<file path="config.mk">
export PLATFORM = sky130hd
export DESIGN_NAME = dmem_port_arbiter
export DESIGN_NICKNAME = d
export VERILOG_FILES = /design/src/rtl/dmem_arb_pkg.sv /design/src/rtl/rr_picker.sv /design/src/rtl/dmem_port_arbiter.sv
export SDC_FILE = /design/constraint.sdc
export NUM_CORES = 1
export LEC_CHECK = 0
export BUFFER_PORTS_ARGS = -buffer_cell sky130_fd_sc_hd__clkbuf_2
export CORE_MARGIN = 1
export CORE_UTILIZATION = 38
export CTS_CLUSTER_DIAMETER = 120
export DETAILED_ROUTE_END_ITERATION = 7
export GPL_ROUTABILITY_DRIVEN = 0
export GPL_TIMING_DRIVEN = 0
export PLACE_DENSITY_LB_ADDON = 0.12
export SLEW_MARGIN = 20
export SYNTH_ARGS = -nofsm -noshare
export SYNTH_HDL_FRONTEND = slang
export SYNTH_HIERARCHICAL = 1
export SYNTH_SLANG_ARGS = --single-unit
export TNS_END_PERCENT = 100
</file>
<file path="constraint.sdc">
create_clock -name clk -period 5.1 [get_ports clk]
set_input_delay 0.51 -clock clk [delete_from_list [all_inputs] [get_ports clk]]
set_output_delay 0.51 -clock clk [all_outputs]
set_load 0.01 [all_outputs]
</file>
<file path="src/rtl/dmem_arb_pkg.sv">
// Shared encodings for the dTLB/dCache port arbiter: FSM states, op type
// and the default watchdog width.
package dmem_arb_pkg;

   typedef enum logic [1:0] {
      ST_IDLE  = 2'd0,
      ST_ISSUE = 2'd1,
      ST_BUSY  = 2'd2,
      ST_DRAIN = 2'd3
   } arb_state_e;

   typedef enum logic {
      OP_LD = 1'b0,
      OP_ST = 1'b1
   } arb_op_e;

   localparam int TMO_W_DEF = 8;

endpackage

</file>
<file path="src/rtl/rr_picker.sv">
// Rotate-priority select: first eligible requester at or after ptr_i,
// wrapping from NUM_REQ-1 back to 0.
module rr_picker #(
   parameter int NUM_REQ = 2,
   parameter int IDX_W   = 1
) (
   input  logic [NUM_REQ-1:0] elig_i,
   input  logic [IDX_W-1:0]   ptr_i,
   output logic [NUM_REQ-1:0] win_oh_o,
   output logic [IDX_W-1:0]   win_idx_o,
   output logic               any_o
);

   always_comb begin
      int j;
      j         = 0;
      win_oh_o  = '0;
      win_idx_o = '0;
      any_o     = 1'b0;
      for (int k = 0; k < NUM_REQ; k++) begin
         j = int'(ptr_i) + k;
         if (j >= NUM_REQ) j = j - NUM_REQ;
         if (!any_o && elig_i[IDX_W'(j)]) begin
            any_o                  = 1'b1;
            win_oh_o[IDX_W'(j)]    = 1'b1;
            win_idx_o              = IDX_W'(j);
         end
      end
   end

endmodule

</file>
<file path="src/rtl/dmem_port_arbiter.sv">
// Round-robin arbiter sharing one dTLB/dCache load-store port between
// NUM_REQ requesters; one op outstanding, held until done, kill or timeout.
//
//   state    | meaning
//   ---------+-----------------------------------------------------------
//   ST_IDLE  | port free; grant when unlocked and someone is eligible
//   ST_ISSUE | grant held; fire is_load/is_store next unless killed
//   ST_BUSY  | waiting for response, kill or watchdog expiry
//   ST_DRAIN | op finished; wait for port FSM to drop its lock
module dmem_port_arbiter
   import dmem_arb_pkg::*;
#(
   parameter int NUM_REQ = 2,
   parameter int TMO_W   = TMO_W_DEF
) (
   input  logic               clk,
   input  logic               rst,
   input  logic [NUM_REQ-1:0] req_ld_i,
   input  logic [NUM_REQ-1:0] req_st_i,
   input  logic [NUM_REQ-1:0] req_kill_i,
   output logic [NUM_REQ-1:0] gnt_o,
   output logic [NUM_REQ-1:0] done_o,
   output logic               is_load_o,
   output logic               is_store_o,
   output logic               kill_mem_op_o,
   input  logic               dmem_lock_i,
   input  logic               str_rdy_i,
   input  logic               ld_resp_valid_i,
   output logic               timeout_o
);

   localparam int IDX_W = (NUM_REQ > 1) ? $clog2(NUM_REQ) : 1;

   arb_state_e         state_q, state_d;
   arb_op_e            op_q, op_d;
   logic [IDX_W-1:0]   gnt_idx_q, gnt_idx_d;
   logic [IDX_W-1:0]   rr_ptr_q, rr_ptr_d;
   logic [TMO_W-1:0]   tmo_cnt_q, tmo_cnt_d;
   logic [NUM_REQ-1:0] gnt_q, gnt_d;
   logic [NUM_REQ-1:0] done_q, done_d;
   logic               is_load_q, is_load_d;
   logic               is_store_q, is_store_d;
   logic               kill_q, kill_d;
   logic               timeout_q, timeout_d;

   logic [NUM_REQ-1:0] elig;
   logic [NUM_REQ-1:0] win_oh;
   logic [IDX_W-1:0]   win_idx;
   logic               win_any;
   logic               kill_gnt;
   logic               resp_done;

   assign elig      = (req_ld_i | req_st_i) & ~req_kill_i;
   assign kill_gnt  = req_kill_i[gnt_idx_q];
   assign resp_done = (op_q == OP_LD) ? ld_resp_valid_i : str_rdy_i;

   rr_picker #(
      .NUM_REQ (NUM_REQ),
      .IDX_W   (IDX_W)
   ) u_rr_picker (
      .elig_i    (elig),
      .ptr_i     (rr_ptr_q),
      .win_oh_o  (win_oh),
      .win_idx_o (win_idx),
      .any_o     (win_any)
   );

   always_comb begin
      state_d    = state_q;
      op_d       = op_q;
      gnt_idx_d  = gnt_idx_q;
      rr_ptr_d   = rr_ptr_q;
      tmo_cnt_d  = tmo_cnt_q;
      gnt_d      = gnt_q;
      kill_d     = kill_q;
      done_d     = '0;
      is_load_d  = 1'b0;
      is_store_d = 1'b0;
      timeout_d  = 1'b0;
      case (state_q)
         ST_IDLE: begin
            if (!dmem_lock_i && win_any) begin
               state_d   = ST_ISSUE;
               gnt_d     = win_oh;
               gnt_idx_d = win_idx;
               op_d      = req_ld_i[win_idx] ? OP_LD : OP_ST;
               rr_ptr_d  = (win_idx == IDX_W'(NUM_REQ - 1)) ? '0 : win_idx + 1'b1;
            end
         end
         ST_ISSUE: begin
            if (kill_gnt) begin
               kill_d  = 1'b1;
               state_d = ST_DRAIN;
            end else begin
               is_load_d  = (op_q == OP_LD);
               is_store_d = (op_q == OP_ST);
               tmo_cnt_d  = '1;
               state_d    = ST_BUSY;
            end
         end
         ST_BUSY: begin
            // Down-counter from all ones: terminal count zero is reached on
            // the same BUSY cycle an up-counter from zero would hit all ones.
            tmo_cnt_d = tmo_cnt_q - 1'b1;
            if (resp_done) begin
               done_d[gnt_idx_q] = 1'b1;
               state_d           = ST_DRAIN;
            end else if (kill_gnt) begin
               kill_d  = 1'b1;
               state_d = ST_DRAIN;
            end else if (tmo_cnt_q == '0) begin
               timeout_d         = 1'b1;
               kill_d            = 1'b1;
               done_d[gnt_idx_q] = 1'b1;
               state_d           = ST_DRAIN;
            end
         end
         ST_DRAIN: begin
            if (!dmem_lock_i) begin
               state_d = ST_IDLE;
               gnt_d   = '0;
               kill_d  = 1'b0;
            end
         end
         default: state_d = ST_IDLE;
      endcase
   end

   always_ff @(posedge clk or negedge rst) begin
      if (!rst) begin
         state_q    <= ST_IDLE;
         op_q       <= OP_LD;
         gnt_idx_q  <= '0;
         rr_ptr_q   <= '0;
         tmo_cnt_q  <= '0;
         gnt_q      <= '0;
         done_q     <= '0;
         is_load_q  <= 1'b0;
         is_store_q <= 1'b0;
         kill_q     <= 1'b0;
         timeout_q  <= 1'b0;
      end else begin
         state_q    <= state_d;
         op_q       <= op_d;
         gnt_idx_q  <= gnt_idx_d;
         rr_ptr_q   <= rr_ptr_d;
         tmo_cnt_q  <= tmo_cnt_d;
         gnt_q      <= gnt_d;
         done_q     <= done_d;
         is_load_q  <= is_load_d;
         is_store_q <= is_store_d;
         kill_q     <= kill_d;
         timeout_q  <= timeout_d;
      end
   end

   assign gnt_o         = gnt_q;
   assign done_o        = done_q;
   assign is_load_o     = is_load_q;
   assign is_store_o    = is_store_q;
   assign kill_mem_op_o = kill_q;
   assign timeout_o     = timeout_q;

endmodule
</file>
==> key figures, run 1 <==
Floorplanning
  – Die H: between 50 and 60 um
  – Die ar.: ~3300 um2
  – Total core area: around 2900 um2
  – Die width: slightly below 60 um
  – Cell Rows: 19
  – I/O pin count: 19
  – Initial cell density of the core: approximately 41%

Power
  – Total Power: 0.000632 W
  – Switching portion of total power: about two fifths
  – Peak supply drop: 0.211 mV
  – P_leak: between 0.6 and 0.7 nW
  – PwrDens: ~480 nW/um2
  – Internal power: 0.000375 W
  – Combinational Power Share: 47.1%
  – Clock network power share: 12.4%
  – Reg power frac: between 40 and 50%
  – Psw: ~0.00026 W

Critical path
  – CP Max Fanout: 6
  – Crit end category: register
  – Worst Path Required: ~5.3 ns
  – Critical Path AT: between 2 and 2.5 ns
  – Critical path launch point type: register
  – Setup CP Type: register to register

Route
  – Vias per cell: approximately 5.2
  – DRC: 1
  – Antenna Violating Nets Remaining: 0
  – Total number of vias: about 940
  – Total Wirelength: between 2000 and 2500 um
  – TritonRoute pass-1 iters: 6
  – 1st-iter DRT viols: 40
  – Routed length per instance: roughly 13 um

Cells and area
  – Fraction of layout cells with a size suffix above 1: between 20 and 25%
  – Area grow syn2layout: 12.7%
  – Ant. Diodes: 0
  – Cell Count, Final, Fillers Out: 180
  – Final net count: 167

GRT
  – Grt total ovfl: 0
  – Largest net degree at the start of global routing: 22
  – Vias in the first global route: 959
  – Initial antenna violation count: 0
  – Total GRT Usage: ~16%
  – First-pass GRT wire length: 4190 um

Flow run
  – Number of max-cap violations: 0

Hold path
  – Min-Delay Path Class: primary input to async pin

Clock tree
  – Setup bufs post-CTS: 0
  – Clk buf depth: 2
  – Resized cells post-CTS: 0
  – Hold bufs inserted after CTS: 0
  – Clock Latency Late Sink: roughly 0.30 ns
  – CTS Buf Count: 3
  – H-tree depth: 1
  – Clk slew on worst S/H paths: around 0.11 ns
  – Clock root buffer: clkbuf_4
  – TritonCTS clock tree: yes
  – Clock sink count: 21

Timing
  – Max frequency: ~0.44 GHz
  – Clock skew: about 0.0011 ns
  – Worst-Margin Slew: 0.639 ns
  – Max-slew headroom: a little under three fifths
  – Final setup fails: 0
  – Fin crit period: 2.29 ns
  – Hold Violations, Final: 0
  – Final worst-path cycle share: between 40% and 50%
  – Slew Viols, Final: 0
  – RSZ-0062 raised after global routing: no
  – Final setup TNS: 0 ns

Synthesis
  – Mapped Cells: 128
  – Synth Warn #: 6
  – Syn Std Cell Area: ~1200 um2
  – Synth Area per Inst: a little over 9 um2
  – Syn nets: approximately 150

Placed design
  – # port buffers: 17
  – DP HPWL: roughly 1800 um
  – DP Cell Count: approximately 180

Run status
  – Status: finished, violations left
  – Failing checks: design-rule violations
state kept, by name (all words and copies together) (netlist names):
name / cells
tmo_cnt_q: 8
gnt_o: 2
kill_mem_op_o: 1
is_load_o: 1
op_q: 1
done_o: 2
rr_ptr_q: 1
is_store_o: 1
timeout_o: 1
gnt_idx_q: 1
state_q: 2
worst paths after layout:
| check | to | start | depth (start not counted) | slack, ns |
|---|---|---|---|---|
| setup / recovery | state_q[1] | tmo_cnt_q[0] | 7 | 2.81 |
| hold reg to reg | gnt_o[0] | gnt_o[0] | 2 | 0.52 |
| hold / removal | op_q | rst | 1 | 0.15 |
| max in group asynchronous | gnt_o[0] | rst | 1 | 4.61 |
| setup reg to reg | state_q[1] | tmo_cnt_q[0] | 7 | 2.81 |
| min in group clk | done_o[0] | req_kill_i[0] | 3 | 0.51 |
metal layers:
metal	vias to the layer above	track usage [%]	wire, um
met5	-	0	0
met4	0	6.12	23
met3	3	2.68	64
met2	16	26.2	1020
met1	431	22.0	1180
li1	486	-	-
power by group through the flow:
stage	clock [W]	sequential, W	combinational (W)
6_report	0.0000786	0.000256	0.000298
5_1_grt	0.0000904	0.000263	0.000341
4_1_cts	0.0000821	0.000256	0.000299
3_5_place_dp	0	0.000259	0.000296
3_3_place_gp	0	0.000257	0.000291
2_1_floorplan	0	0.000260	0.000213
placed cells by master, fill, tap and decap left out, drive strengths merged, types with 3 or more instances in the layout:
master,n
a21oi,8
and3,4
buf,3
clkbuf,23
dfrtp,21
ha,6
inv,8
mux2,3
mux2i,3
nand2,11
nor2,17
nor3,5
o21ai,9
or3,3
area by class of cell:
cell class | count | area (um2)
Sequential cell | 21 | 526
Multi-Input combinational cell | 94 | 596
Fill cell | 281 | 1520
Buffer | 5 | 27.5
Clock buffer | 4 | 26.3
Tap cell | 31 | 38.8
Inverter | 8 | 30.0
Timing Repair Buffer | 17 | 85.1
stage by stage:
step | utilization (%) | worst slack (ns) | instance area, um2 | hold slack [ns]
after floorplan | - | 2.95 | 1180 | 0.214
after global placement | 45.7 | 2.84 | 1300 | 0.476
after detailed placement | 45.7 | 2.83 | 1300 | 0.491
after CTS | 46.6 | 2.81 | 1330 | 0.171
after global routing | 46.6 | 2.67 | 1330 | 0.177
final | 46.6 | 2.81 | 1330 | 0.153
worst max-delay path, cell delays in order, from the launching register on:
cell and delay (ns):
dfrtp_1 0.42, inv_1 0.07, ha_1 0.17, or2b_2 0.35, or4_1 0.47, buf_2 0.16, a31o_1 0.24, mux2_4 0.31
Power figures use the tool's default switching activity.
==> inputs of run 2 (changes only) <==
- ABC_AREA: not set -> 1
- clock period: 5.1 -> 2.1 ns (I/O delays scaled with it)
==> key figures, run 2 <==
Hold path
  – Min-Delay Path Class: primary input to register (was primary input to async pin)
  – HP Start: req_ld_i[0]

Critical path
  – Worst setup endpoint: tmo_cnt_q[6] (was state_q[1])
  – CP max stage cell: dfrtp_1 (was or4_1)
  – CP Cell Sequence: inv_1 > ha_1 > inv_2 > or2_4 > nand2_4 > buf_8 > nand4_2 > nand3_1 (was inv_1 > ha_1 > or2b_2 > or4_1 > buf_2 > a31o_1 > mux2_4)
  – CP Max Fanout: 10 (was 6)
  – Max stage delay on crit path: 0.45 ns (was 0.47 ns)
  – CP Depth: 8 (was 7)
  – Worst Path Required: 2.36 ns (was 5.30 ns)
  – Worst Reg-to-Reg Cells: 8 (was 7)
  – Crit end category: register (unchanged)
  – Crit. Startpoint: state_q[0] (was tmo_cnt_q[0])
  – Critical Path AT: 2.00 ns (was 2.48 ns)
  – CP top delay family: simple AND/OR/NAND/NOR gates (unchanged)
  – Reg2reg start: state_q[0] (was tmo_cnt_q[0])
  – FF-to-FF End: tmo_cnt_q[6] (was state_q[1])
  – Setup CP Type: register to register (unchanged)
  – Critical path launch point type: register (unchanged)
  – Buf/Inv on CP: 3 (was 2)
  – Reg2Reg Setup Slack: 0.35 ns (was 2.81 ns)

Cells and area
  – Most frequent cells in the layout: 42 x nand2_1, 30 x inv_1, 21 x dfrtp_1, 19 x nand3_1, 18 x nor2_1 (was 21 x dfrtp_1, 17 x nor2_1, 17 x clkbuf_2, 11 x nand2_1, 9 x o21ai_0)
  – Final core occ: 46.5% (was 46.6%)
  – Max reg flops: 8 (unchanged)
  – Fraction of layout cells with a size suffix above 1: 15.9% (was 21.5%)
  – Commonest non-fill, non-tap cell in the layout: nand2_1 (was dfrtp_1)
  – Largest reg by FF count: tmo_cnt_q (unchanged)
  – Fillers: 318 (was 281)
  – Final net count: 207 (was 167)
  – Area grow syn2layout: 14.4% (was 12.7%)
  – Ant. Diodes: 0 (unchanged)

Run status
  – Status: completed (was finished, violations left)

GRT
  – Grt total ovfl: 0 (unchanged)
  – First-pass GRT wire length: 4370 um (was 4190 um)
  – Vias in the first global route: 987 (was 959)
  – Largest net degree at the start of global routing: 22 (unchanged)
  – Total GRT Usage: 16.5% (was 16.2%)
  – Initial antenna violation count: 0 (unchanged)

Power
  – Reg power frac: 37.4% (was 40.4%)
  – Psw: 0.000835 W (was 0.000257 W)
  – PwrDens: 1280 nW/um2 (was 476 nW/um2)
  – P_leak: 0.819 nW (was 0.621 nW)
  – Switching portion of total power: 45.6% (was 40.7%)
  – Peak supply drop: 0.488 mV (was 0.211 mV)
  – Clock network power share: 11.6% (was 12.4%)
  – Internal power: 0.000998 W (was 0.000375 W)
  – Combinational Power Share: 51.0% (was 47.1%)

Timing
  – Final setup fails: 0 (unchanged)
  – Slew Viols, Final: 0 (unchanged)
  – Max-slew headroom: 64.8% (was 57.2%)
  – Final worst-path cycle share: 83.2% (was 44.9%)
  – RSZ-0062 raised after global routing: no (unchanged)
  – Hold Violations, Final: 0 (unchanged)
  – Worst-Margin Slew: 0.527 ns (was 0.639 ns)
  – Fin Hold WS: 0.136 ns (was 0.153 ns)
  – Final setup TNS: 0 ns (unchanged)
  – Fin crit period: 1.75 ns (was 2.29 ns)
  – Clock skew: 0.00819 ns (was 0.00107 ns)
  – Max frequency: 0.572 GHz (was 0.437 GHz)

Clock tree
  – Clk buf depth: 2 (unchanged)
  – Setup bufs post-CTS: 0 (unchanged)
  – Clock Latency Late Sink: 0.32 ns (was 0.30 ns)
  – Clk slew on worst S/H paths: 0.13 ns (was 0.11 ns)
  – Clock sink count: 21 (unchanged)
  – Clock root buffer: clkbuf_4 (unchanged)
  – CTS Buf Count: 3 (unchanged)
  – TritonCTS clock tree: yes (unchanged)
  – H-tree depth: 1 (unchanged)
  – Resized cells post-CTS: 0 (unchanged)

Floorplanning
  – Cell Rows: 20 (was 19)
  – Die ar.: 3530 um2 (was 3330 um2)
  – Die H: 59.4 um (was 57.7 um)
  – Die width: 59.4 um (was 57.7 um)
  – Initial cell density of the core: 40.7% (was 41.3%)
  – Total core area: 3080 um2 (was 2850 um2)
  – I/O pin count: 19 (unchanged)

Flow run
  – Number of max-cap violations: 0 (unchanged)

Placed design
  – DP HPWL: 1860 um (was 1750 um)
  – # port buffers: 17 (unchanged)

Route
  – Vias per cell: 4.62 (was 5.20)
  – Total Wirelength: 2420 um (was 2300 um)
  – Antenna Violating Nets Remaining: 0 (unchanged)
  – 1st-iter DRT viols: 68 (was 40)
  – TritonRoute pass-1 iters: 4 (was 6)
  – Total number of vias: 1076 (was 936)
  – Routed length per instance: 10.4 um (was 12.8 um)
  – DRC: 0 (was 1)

Synthesis
  – Syn nets: 184 (was 145)
  – Synth Area per Inst: 7.50 um2 (was 9.21 um2)
  – Syn Std Cell Area: 1250 um2 (was 1180 um2)
  – Mapped Cells: 167 (was 128)
  – Synth Warn #: 6 (unchanged)
run 2: changes by cell type in the layout (fill, tap and decap cells not counted), sizes merged, moves of 3 or more:
cell,change
nand4,+4
mux2i,-3
and3,-4
mux2,-3
a21oi,-5
nand3,+18
nor3,-5
or3,-3
clkbuf,-3
nand2,+32
inv,+23
run 2: how the worst min path moves through the flow:
stage	slack, ns	cells after the start	endpoint
after CTS	0.12	2	op_q
after global routing	0.16	2	op_q
final	0.14	2	op_q
after global placement	0.22	1	is_load_o
after detailed placement	0.22	1	is_load_o
after floorplan	-0.09	0	done_o[0]
run 2: power groups by stage:
stage,sequential (W),combinational (W),clock [W]
2_1_floorplan,0.000692,0.000703,0
3_3_place_gp,0.000690,0.000920,0
3_5_place_dp,0.000694,0.000939,0
4_1_cts,0.000685,0.000944,0.000229
5_1_grt,0.000705,0.00110,0.000234
6_report,0.000686,0.000934,0.000213
run 2: through the flow:
step	std cells	instance area, um2	setup WS [ns]	power (W)
after detailed placement	228	1390	0.364	0.00163
after global placement	228	1390	0.375	0.00161
after CTS	233	1430	0.337	0.00186
after global routing	233	1430	0.218	0.00203
final	233	1430	0.352	0.00183
after floorplan	167	1250	0.608	0.00140
run 2: metal layers:
| metal | vias to the layer above | wire length, um | track usage (%) |
|---|---|---|---|
| li1 | 563 | - | - |
| met1 | 496 | 1190 | 21.8 |
| met2 | 13 | 1140 | 26.5 |
| met3 | 4 | 57 | 2.62 |
| met4 | 0 | 33 | 7.14 |
| met5 | - | 0 | 0 |
run 2: layout make-up:
class / count / area, um2 / area share, %
multi-input combinational: 112 / 581 / 40.5
sequential: 21 / 526 / 36.7
inverter: 31 / 116 / 8.12
timing repair buffer: 18 / 95.1 / 6.64
tap: 44 / 55.1 / 3.84
buffer: 3 / 30.0 / 2.10
clock buffer: 3 / 22.5 / 1.57
clock inverter: 1 / 7.51 / 0.524
run 2: repair_timing:
| item | 4_1_cts | 5_1_grt |
|---|---|---|
| hold buffers | 1 | 0 |
| endpoints found under the setup margin | 0 | 0 |
| hold endpoints to repair | 21 | 0 |
==> inputs of run 3 (changes only) <==
- clock period: 2.1 -> 1.8 ns (I/O delays scaled with it)
==> key figures, run 3 (same netlist as run 2, synthesis figures left out) <==
Floorplanning
  – Total core area: 3080 um2 (unchanged)
  – I/O pin count: 19 (unchanged)
  – Die width: 59.4 um (unchanged)
  – Cell Rows: 20 (unchanged)
  – Initial cell density of the core: 40.7% (unchanged)
  – Die H: 59.4 um (unchanged)
  – Die ar.: 3530 um2 (unchanged)

Timing
  – Final worst-path cycle share: 92.4% (was 83.2%)
  – Final setup TNS: 0 ns (unchanged)
  – Max frequency: 0.601 GHz (was 0.572 GHz)
  – Max-slew headroom: 64.9% (was 64.8%)
  – Clock skew: 0.00631 ns (was 0.00819 ns)
  – Fin crit period: 1.66 ns (was 1.75 ns)
  – Setup slack after layout: 0.137 ns (was 0.352 ns)
  – Slew Viols, Final: 0 (unchanged)
  – Hold Violations, Final: 0 (unchanged)
  – Final setup fails: 0 (unchanged)
  – Worst-Margin Slew: 0.527 ns (about the same)
  – RSZ-0062 raised after global routing: no (unchanged)

Cells and area
  – Fraction of layout cells with a size suffix above 1: 16.4% (was 15.9%)
  – Max reg flops: 8 (unchanged)
  – Ant. Diodes: 0 (unchanged)
  – Area grow syn2layout: 14.6% (was 14.4%)
  – Final net count: 207 (unchanged)
  – Fillers: 319 (was 318)
  – Most frequent cells in the layout: 42 x nand2_1, 30 x inv_1, 21 x dfrtp_1, 19 x nand3_1, 18 x nor2_1 (unchanged)
  – Final core occ: 46.6% (was 46.5%)
  – Largest reg by FF count: tmo_cnt_q (unchanged)
  – Commonest non-fill, non-tap cell in the layout: nand2_1 (unchanged)

Route
  – 1st-iter DRT viols: 68 (unchanged)
  – Total number of vias: 1075 (was 1076)
  – DRC: 0 (unchanged)
  – TritonRoute pass-1 iters: 4 (unchanged)
  – Vias per cell: 4.61 (was 4.62)
  – Antenna Violating Nets Remaining: 0 (unchanged)
  – Routed length per instance: 10.3 um (was 10.4 um)
  – Total Wirelength: 2410 um (was 2420 um)

Critical path
  – Crit end category: register (unchanged)
  – Worst Path Required: 2.06 ns (was 2.36 ns)
  – Critical Path AT: 1.92 ns (was 2.00 ns)
  – Setup CP Type: register to register (unchanged)
  – Critical path launch point type: register (unchanged)
  – CP Max Fanout: 10 (unchanged)

Placed design
  – DP HPWL: 1860 um (unchanged)
  – # port buffers: 17 (unchanged)
  – Dpl ws: 0.0641 ns (was 0.364 ns)

Clock tree
  – Clock root buffer: clkbuf_4 (unchanged)
  – H-tree depth: 1 (unchanged)
  – CTS Buf Count: 3 (unchanged)
  – Clk buf depth: 2 (unchanged)
  – Clk slew on worst S/H paths: 0.13 ns (about the same)
  – Clock sink count: 21 (unchanged)
  – Clock Latency Late Sink: 0.32 ns (about the same)
  – TritonCTS clock tree: yes (unchanged)

Power
  – PwrDens: 1490 nW/um2 (was 1280 nW/um2)
  – P_leak: 0.818 nW (was 0.819 nW)
  – Peak supply drop: 0.572 mV (was 0.488 mV)

Hold path
  – Min-Delay Path Class: primary input to register (unchanged)

GRT
  – Vias in the first global route: 987 (unchanged)
  – Grt total ovfl: 0 (unchanged)
  – Total GRT Usage: 16.5% (unchanged)
  – Initial antenna violation count: 0 (unchanged)
  – First-pass GRT wire length: 4370 um (unchanged)
  – Largest net degree at the start of global routing: 22 (unchanged)

Flow run
  – Number of max-cap violations: 0 (unchanged)

Run status
  – Status: completed (unchanged)
run 3: cell counts in the layout (fill, tap and decap cells not counted):
No cell type changed its count.
run 3: final cells by class:
cell class,instances,area [um2],area share [%]
multi-input cells,112,583,40.6
well taps,44,55.1,3.84
flip-flops and latches,21,526,36.6
clock inverters,1,7.51,0.523
clock buffers,3,22.5,1.57
inverters,31,116,8.11
repair buffers,18,95.1,6.63
plain buffers,3,30.0,2.09
run 3: repair_timing:
action,in CTS,in global routing
gates resized for setup,0,1
setup endpoints to repair,0,8
hold buffers,1,0
setup buffers,0,0
endpoints found under the hold margin,21,0
run 3: where the power goes:
group	switching (W)	internal (W)
Sequential	0.000141	0.000658
Combinational	0.000668	0.000425
Clock	0.000163	0.0000849
Total	0.000972	0.00117
run 3: layer usage:
layer,wire (um),track usage (%),vias to the layer above
li1,-,-,564
met1,1180,21.8,494
met2,1140,26.5,13
met3,57,2.62,4
met4,33,7.14,0
met5,0,0,-
run 3: stage by stage:
step,total power [W],cell area [um2],cells,hold WS (ns)
after floorplan,0.00163,1250,167,-0.116
after global placement,0.00188,1390,228,0.188
final,0.00214,1440,233,0.107
after detailed placement,0.00191,1390,228,0.194
after CTS,0.00217,1430,233,0.0911
after global routing,0.00238,1440,233,0.134
run 3: path summary, 6_finish.rpt:
check                            startpoint      endpoint  slack [ns]  cells after the start
worst min register to register         op_q     is_load_o        0.47                      1
worst max-delay path             state_q[0]  tmo_cnt_q[6]        0.14                      8
min in group asynchronous               rst     is_load_o        0.35                      2
worst min-delay path            req_ld_i[0]          op_q        0.11                      2
worst max register to register   state_q[0]  tmo_cnt_q[6]        0.14                      8
max in group asynchronous               rst  tmo_cnt_q[1]        1.10                      2
run 3: worst max-delay path: stages, from the launching register on:
cell and delay (ns):
dfrtp_1 0.45, inv_1 0.14, ha_2 0.29, inv_2 0.08, or2_4 0.24, nand2_4 0.11
buf_8 0.14, nand4_2 0.06, nand3_1 0.10
